## config.mk

```make
export PLATFORM = sky130hd
export DESIGN_NAME = cv32e40p_instr_obi_arbiter
export DESIGN_NICKNAME = d
export VERILOG_FILES = /design/src/rtl/cv32e40p_instr_obi_arbiter.sv
export SDC_FILE = /design/constraint.sdc
export NUM_CORES = 1
export LEC_CHECK = 0
export ABC_AREA = 1
export ABC_CLOCK_PERIOD_IN_PS = 2500
export BUFFER_PORTS_ARGS = -buffer_cell sky130_fd_sc_hd__buf_4
export CAP_MARGIN = 20
export CORE_AREA = 4 4 81 83
export CTS_CLUSTER_SIZE = 40
export DETAILED_ROUTE_END_ITERATION = 8
export DIE_AREA = 0 0 85 87
export MAX_ROUTING_LAYER = met4
export PLACE_DENSITY = 0.85
export SKIP_LAST_GASP = 1
export SLEW_MARGIN = 20
export SYNTH_ARGS = -nofsm -noshare
export SYNTH_HDL_FRONTEND = slang
export SYNTH_SLANG_ARGS = --single-unit
```

## constraint.sdc

```tcl
create_clock -name clk -period 2.5 [get_ports clk]
set_input_delay 0.5 -clock clk [delete_from_list [all_inputs] [get_ports clk]]
set_output_delay 0.5 -clock clk [all_outputs]
set_load 0.03 [all_outputs]
```

## src/rtl/cv32e40p_instr_obi_arbiter.sv

```systemverilog
// Two-requester arbiter for the core instruction OBI port, with in-order ID FIFO for response routing.
// Optional INSTR_ARB_ROUND_ROBIN_EN: round-robin on simultaneous requests (default: requester 0 has priority).
module cv32e40p_instr_obi_arbiter #(
  parameter int unsigned MAX_OUTSTANDING = 2,
  parameter int unsigned ADDR_WIDTH      = 32
) (
  input  logic                  clk,
  input  logic                  rst,
  input  logic                  m0_req_i,
  input  logic [ADDR_WIDTH-1:0] m0_addr_i,
  output logic                  m0_gnt_o,
  output logic                  m0_rvalid_o,
  output logic [31:0]           m0_rdata_o,
  output logic                  m0_err_o,
  input  logic                  m1_req_i,
  input  logic [ADDR_WIDTH-1:0] m1_addr_i,
  output logic                  m1_gnt_o,
  output logic                  m1_rvalid_o,
  output logic [31:0]           m1_rdata_o,
  output logic                  m1_err_o,
  output logic                  instr_req_o,
  output logic [ADDR_WIDTH-1:0] instr_addr_o,
  input  logic                  instr_gnt_i,
  input  logic                  instr_rvalid_i,
  input  logic [31:0]           instr_rdata_i,
  input  logic                  instr_err_i,
  output logic [2:0]            outstanding_o,
  output logic                  busy_o,
  output logic                  unexp_rvalid_o
);

  localparam int unsigned CNT_W = 3;
  localparam int unsigned PTR_W = 2;

  typedef enum logic [1:0] {IDLE, HOLD0, HOLD1} state_e;

  state_e           state_q, state_d;
  logic [3:0]       id_q;
  logic [PTR_W-1:0] rd_ptr_q, wr_ptr_q;
  logic [CNT_W-1:0] cnt_q;
  logic             unexp_q;
  logic             sel;
  logic             push;
  logic             pop;
  logic             full;
  logic             head_id;
  logic             both_pick;

`ifdef INSTR_ARB_ROUND_ROBIN_EN
  logic last_q;

  // Last-winner register; reset to 1 so requester 0 wins the first tie.
  always_ff @(posedge clk) begin
    if (rst) begin
      last_q <= 1'b1;
    end else if (push) begin
      last_q <= sel;
    end
  end

  assign both_pick = ~last_q;
`else
  assign both_pick = 1'b0;
`endif

  function automatic logic [PTR_W-1:0] ptr_inc(input logic [PTR_W-1:0] p);
    return (p == PTR_W'(MAX_OUTSTANDING - 1)) ? '0 : p + PTR_W'(1);
  endfunction

  // A pop in the same cycle frees the slot the new grant needs.
  assign full    = (cnt_q == CNT_W'(MAX_OUTSTANDING)) && !instr_rvalid_i;
  assign push    = instr_req_o && instr_gnt_i;
  assign pop     = instr_rvalid_i && (cnt_q != '0);
  assign head_id = id_q[rd_ptr_q];

  always_ff @(posedge clk) begin
    if (rst) begin
      state_q <= IDLE;
    end else begin
      state_q <= state_d;
    end
  end

  // Selection and hold: the presented request stays frozen until granted.
  always_comb begin
    state_d      = state_q;
    instr_req_o  = 1'b0;
    sel          = 1'b0;
    instr_addr_o = '0;
    case (state_q)
      IDLE: begin
        if (!full && (m0_req_i || m1_req_i)) begin
          instr_req_o = 1'b1;
          sel         = (m0_req_i && m1_req_i) ? both_pick : m1_req_i;
          if (!instr_gnt_i) begin
            state_d = sel ? HOLD1 : HOLD0;
          end
        end
      end
      HOLD0: begin
        instr_req_o = 1'b1;
        sel         = 1'b0;
        if (instr_gnt_i) begin
          state_d = IDLE;
        end
      end
      HOLD1: begin
        instr_req_o = 1'b1;
        sel         = 1'b1;
        if (instr_gnt_i) begin
          state_d = IDLE;
        end
      end
      default: state_d = IDLE;
    endcase
    if (instr_req_o) begin
      instr_addr_o = sel ? m1_addr_i : m0_addr_i;
    end
  end

  // Outstanding-ID FIFO; pop reads the head before a same-cycle push overwrites a freed slot.
  always_ff @(posedge clk) begin
    if (rst) begin
      id_q     <= '0;
      rd_ptr_q <= '0;
      wr_ptr_q <= '0;
      cnt_q    <= '0;
      unexp_q  <= 1'b0;
    end else begin
      if (push) begin
        id_q[wr_ptr_q] <= sel;
        wr_ptr_q       <= ptr_inc(wr_ptr_q);
      end
      if (pop) begin
        rd_ptr_q <= ptr_inc(rd_ptr_q);
      end
      case ({push, pop})
        2'b10:   cnt_q <= cnt_q + CNT_W'(1);
        2'b01:   cnt_q <= cnt_q - CNT_W'(1);
        default: cnt_q <= cnt_q;
      endcase
      if (instr_rvalid_i && (cnt_q == '0)) begin
        unexp_q <= 1'b1;
      end
    end
  end

  assign m0_gnt_o       = push && !sel;
  assign m1_gnt_o       = push && sel;
  assign m0_rvalid_o    = pop && !head_id;
  assign m1_rvalid_o    = pop && head_id;
  assign m0_err_o       = pop && !head_id && instr_err_i;
  assign m1_err_o       = pop && head_id && instr_err_i;
  assign m0_rdata_o     = instr_rdata_i;
  assign m1_rdata_o     = instr_rdata_i;
  assign outstanding_o  = cnt_q;
  assign busy_o         = instr_req_o || (cnt_q != '0);
  assign unexp_rvalid_o = unexp_q;

endmodule

```

==> impl_metrics.json <==
{
  "hpwl_um": 5390,
  "cts_tree": "built",
  "numPortBuffers": 114,
  "drt-pass1-iter-count": 4,
  "synth-seq-area-share": 0.155,
  "fmax_ghz": 0.425,
  "clkTransAtPathRegs_ns": 0.06,
  "avgSynthCellArea_um2": 6.10,
  "dpl_cell_area_um2": 2240,
  "synth_edf_count": 0,
  "cts_hold_buf": 0,
  "finalCriticalPeriod_ns": 2.35,
  "whs_endpoint": "unexp_rvalid_o",
  "fin_nets": 454,
  "dp_cells": 415,
  "hold_path.class": "flop to flop",
  "track_usage": 0.169,
  "synthArstFlopShare": 0,
  "boundaryPins": 211,
  "cp_max_fo": 20,
  "antenna_found_initial": 0,
  "drv_slew": 0,
  "reg2reg_setup_slack_ns": 0.30,
  "first_iter_violations": 66,
  "die_area_um2": 7400,
  "cts_sinks": 14,
  "postLayoutCellArea_um2": 2340,
  "tns_ns": 0,
  "avgRoutedWirePerCell_um": 15.5,
  "ys.flop_type": "dfxtp_1",
  "ys_ff_latch": 14,
  "rr_endpoint": "outstanding_o[2]",
  "maxSlewHeadroom": 0.742,
  "die_y_um": 87,
  "syn-cell-area_um2": 1810,
  "start_kind": "flop",
  "rsz0062_at_grt": "no",
  "grt_max_degree": 34,
  "grt_pass1_vias": 1867,
  "outcome": "finished, final reports clean",
  "yosys_warnings": 0,
  "via_count": 1938,
  "timing.final.crit_share": 0.940,
  "clk_latency_ns": 0.25,
  "n_antenna_cell": 0,
  "critical_path_arrival_ns": 1.85,
  "critPathKind": "flop to output port",
  "min_from": "unexp_rvalid_o",
  "final_cell_count_no_fill": 420,
  "utilization": 0.399,
  "clock_skew_ns": 0.000544,
  "core_um2": 5850,
  "cts_buffer_depth": 2,
  "tightest_slew_ns": 0.383,
  "setup-violations-final": 0,
  "syn_inst": 296,
  "cp.required_ns": 2.00,
  "worstSetupEndpointType": "output port",
  "cts-root-buf": "clkbuf_8",
  "post_cts_buffers": 0,
  "wl_um": 6500,
  "layout-drive-gt1-share": 0.388,
  "power_density_nw_per_um2": 1620,
  "cts_htree_levels": 1,
  "cap_violations": 0,
  "start_util": 0.309,
  "vdd_drop_max_mv": 0.893,
  "rr_startpoint": "state_q[0]",
  "cellLeakagePower_nw": 1.23,
  "r2r_cells": 14,
  "cts_buffers": 3,
  "via_per_inst": 4.61,
  "fp.dieW_um": 85,
  "holdPathStages": 2,
  "synth_fp_nets": 404,
  "ys_types": 24,
  "fillers": 640,
  "rows": 28,
  "total_power_mw": 3.80,
  "gp_congestion": 0.871,
  "area_delta_synth_final_pct": 29.4,
  "gr-total-overflow": 0,
  "final_antenna_net_count": 0,
  "grt_pass1_wl_um": 9560,
  "hold_viol_final": 0,
  "drc": 0
}
## per-layer routing
metal | vias up | GRT usage | routed length (um)
met3 | 7 | 0.0927 | 974
li1 | 953 | - | -
met1 | 843 | 0.179 | 2340
met4 | 0 | 0.0475 | 72
met5 | - | - | 0
met2 | 135 | 0.273 | 3120
## logic make-up after synthesis
| group | share of synthesized area |
|---|---|
| buffers and inverters | 0.384 |
| AND/OR/NAND/NOR | 0.262 |
| adder cells (fa/ha/maj) | 0.0388 |
| flip-flops | 0.155 |
| AO/OA/AOI/OAI | 0.160 |
## metrics by stage
stage | setup slack (ns) | hold slack, ns
2_1_floorplan | 0.199 | 0.431
3_3_place_gp | 0.148 | 0.438
3_5_place_dp | 0.0903 | 0.443
4_1_cts | 0.0535 | 0.451
5_1_grt | 0.0139 | 0.459
6_report | 0.149 | 0.454
## how the worst max path moves through the flow
stage	startpoint	to	slack [ns]	cells past startpoint
final	state_q[0]	instr_addr_o[13]	0.15	8
after global routing	state_q[0]	instr_addr_o[6]	0.01	8
after CTS	state_q[0]	instr_addr_o[12]	0.05	8
after detailed placement	m1_req_i	outstanding_o[2]	0.09	14
after global placement	m1_req_i	outstanding_o[2]	0.15	14
after floorplan	outstanding_o[1]	outstanding_o[2]	0.20	15
## worst max-delay path, cell delays in order, from the launching register on
cell and delay, ns:
dfxtp_1 0.31, inv_1 0.10, ha_2 0.23, nand4_1 0.14, nand2_2 0.18, buf_12 0.17, nand2_1 0.13, a21oi_1 0.17
buf_4 0.18
## repair_timing
action	CTS	global route
endpoints found under the setup margin	0	20
resized for setup	0	6
hold endpoints to repair	0	0
## final cells by class
type	count	area [um^2]	area share
Multi-Input combinational cell	174	835	0.357
Inverter	33	126	0.0541
Timing Repair Buffer	120	947	0.405
Sequential cell	14	280	0.120
Tap cell	75	93.8	0.0401
Clock buffer	4	55.1	0.0236
## power by group
group / leakage [nW] / internal [mW] / switching (mW)
Combinational: 1.09 / 1.13 / 2.10
Sequential: 0.115 / 0.286 / 0.0473
Clock: 0.0288 / 0.140 / 0.0844
Total: 1.23 / 1.56 / 2.24
## cell usage after synthesis, types with 2 or more instances
cell / count / area (um^2)
nor3_1: 2 / 10.0
o21ai_0: 8 / 40.0
inv_2: 3 / 11.3
nand2_2: 4 / 25.0
ha_1: 4 / 50.1
nor2_1: 17 / 63.8
nand3_1: 4 / 20.0
buf_4: 68 / 510
inv_1: 30 / 113
o21bai_1: 4 / 30.0
a21oi_1: 41 / 205
nand4_1: 5 / 31.3
buf_6: 4 / 45.0
nand2_1: 78 / 293
buf_2: 2 / 10.0
dfxtp_1: 14 / 280
## sequential cells by signal (all words and copies together) (netlist names)
| register | count |
|---|---|
| id_q | 4 |
| outstanding_o | 3 |
| rd_ptr_q | 2 |
| state_q | 2 |
| wr_ptr_q | 2 |
| unexp_rvalid_o | 1 |
## cell usage in the layout (no fill, tap or decap), types with 5 or more instances in the layout
| cell type | count |
|---|---|
| nand4_1 | 5 |
| buf_4 | 116 |
| dfxtp_1 | 14 |
| inv_1 | 30 |
| nor2_1 | 17 |
| o21ai_0 | 8 |
| a21oi_1 | 41 |
| nand2_1 | 78 |
(Power assumes the default switching activity.)
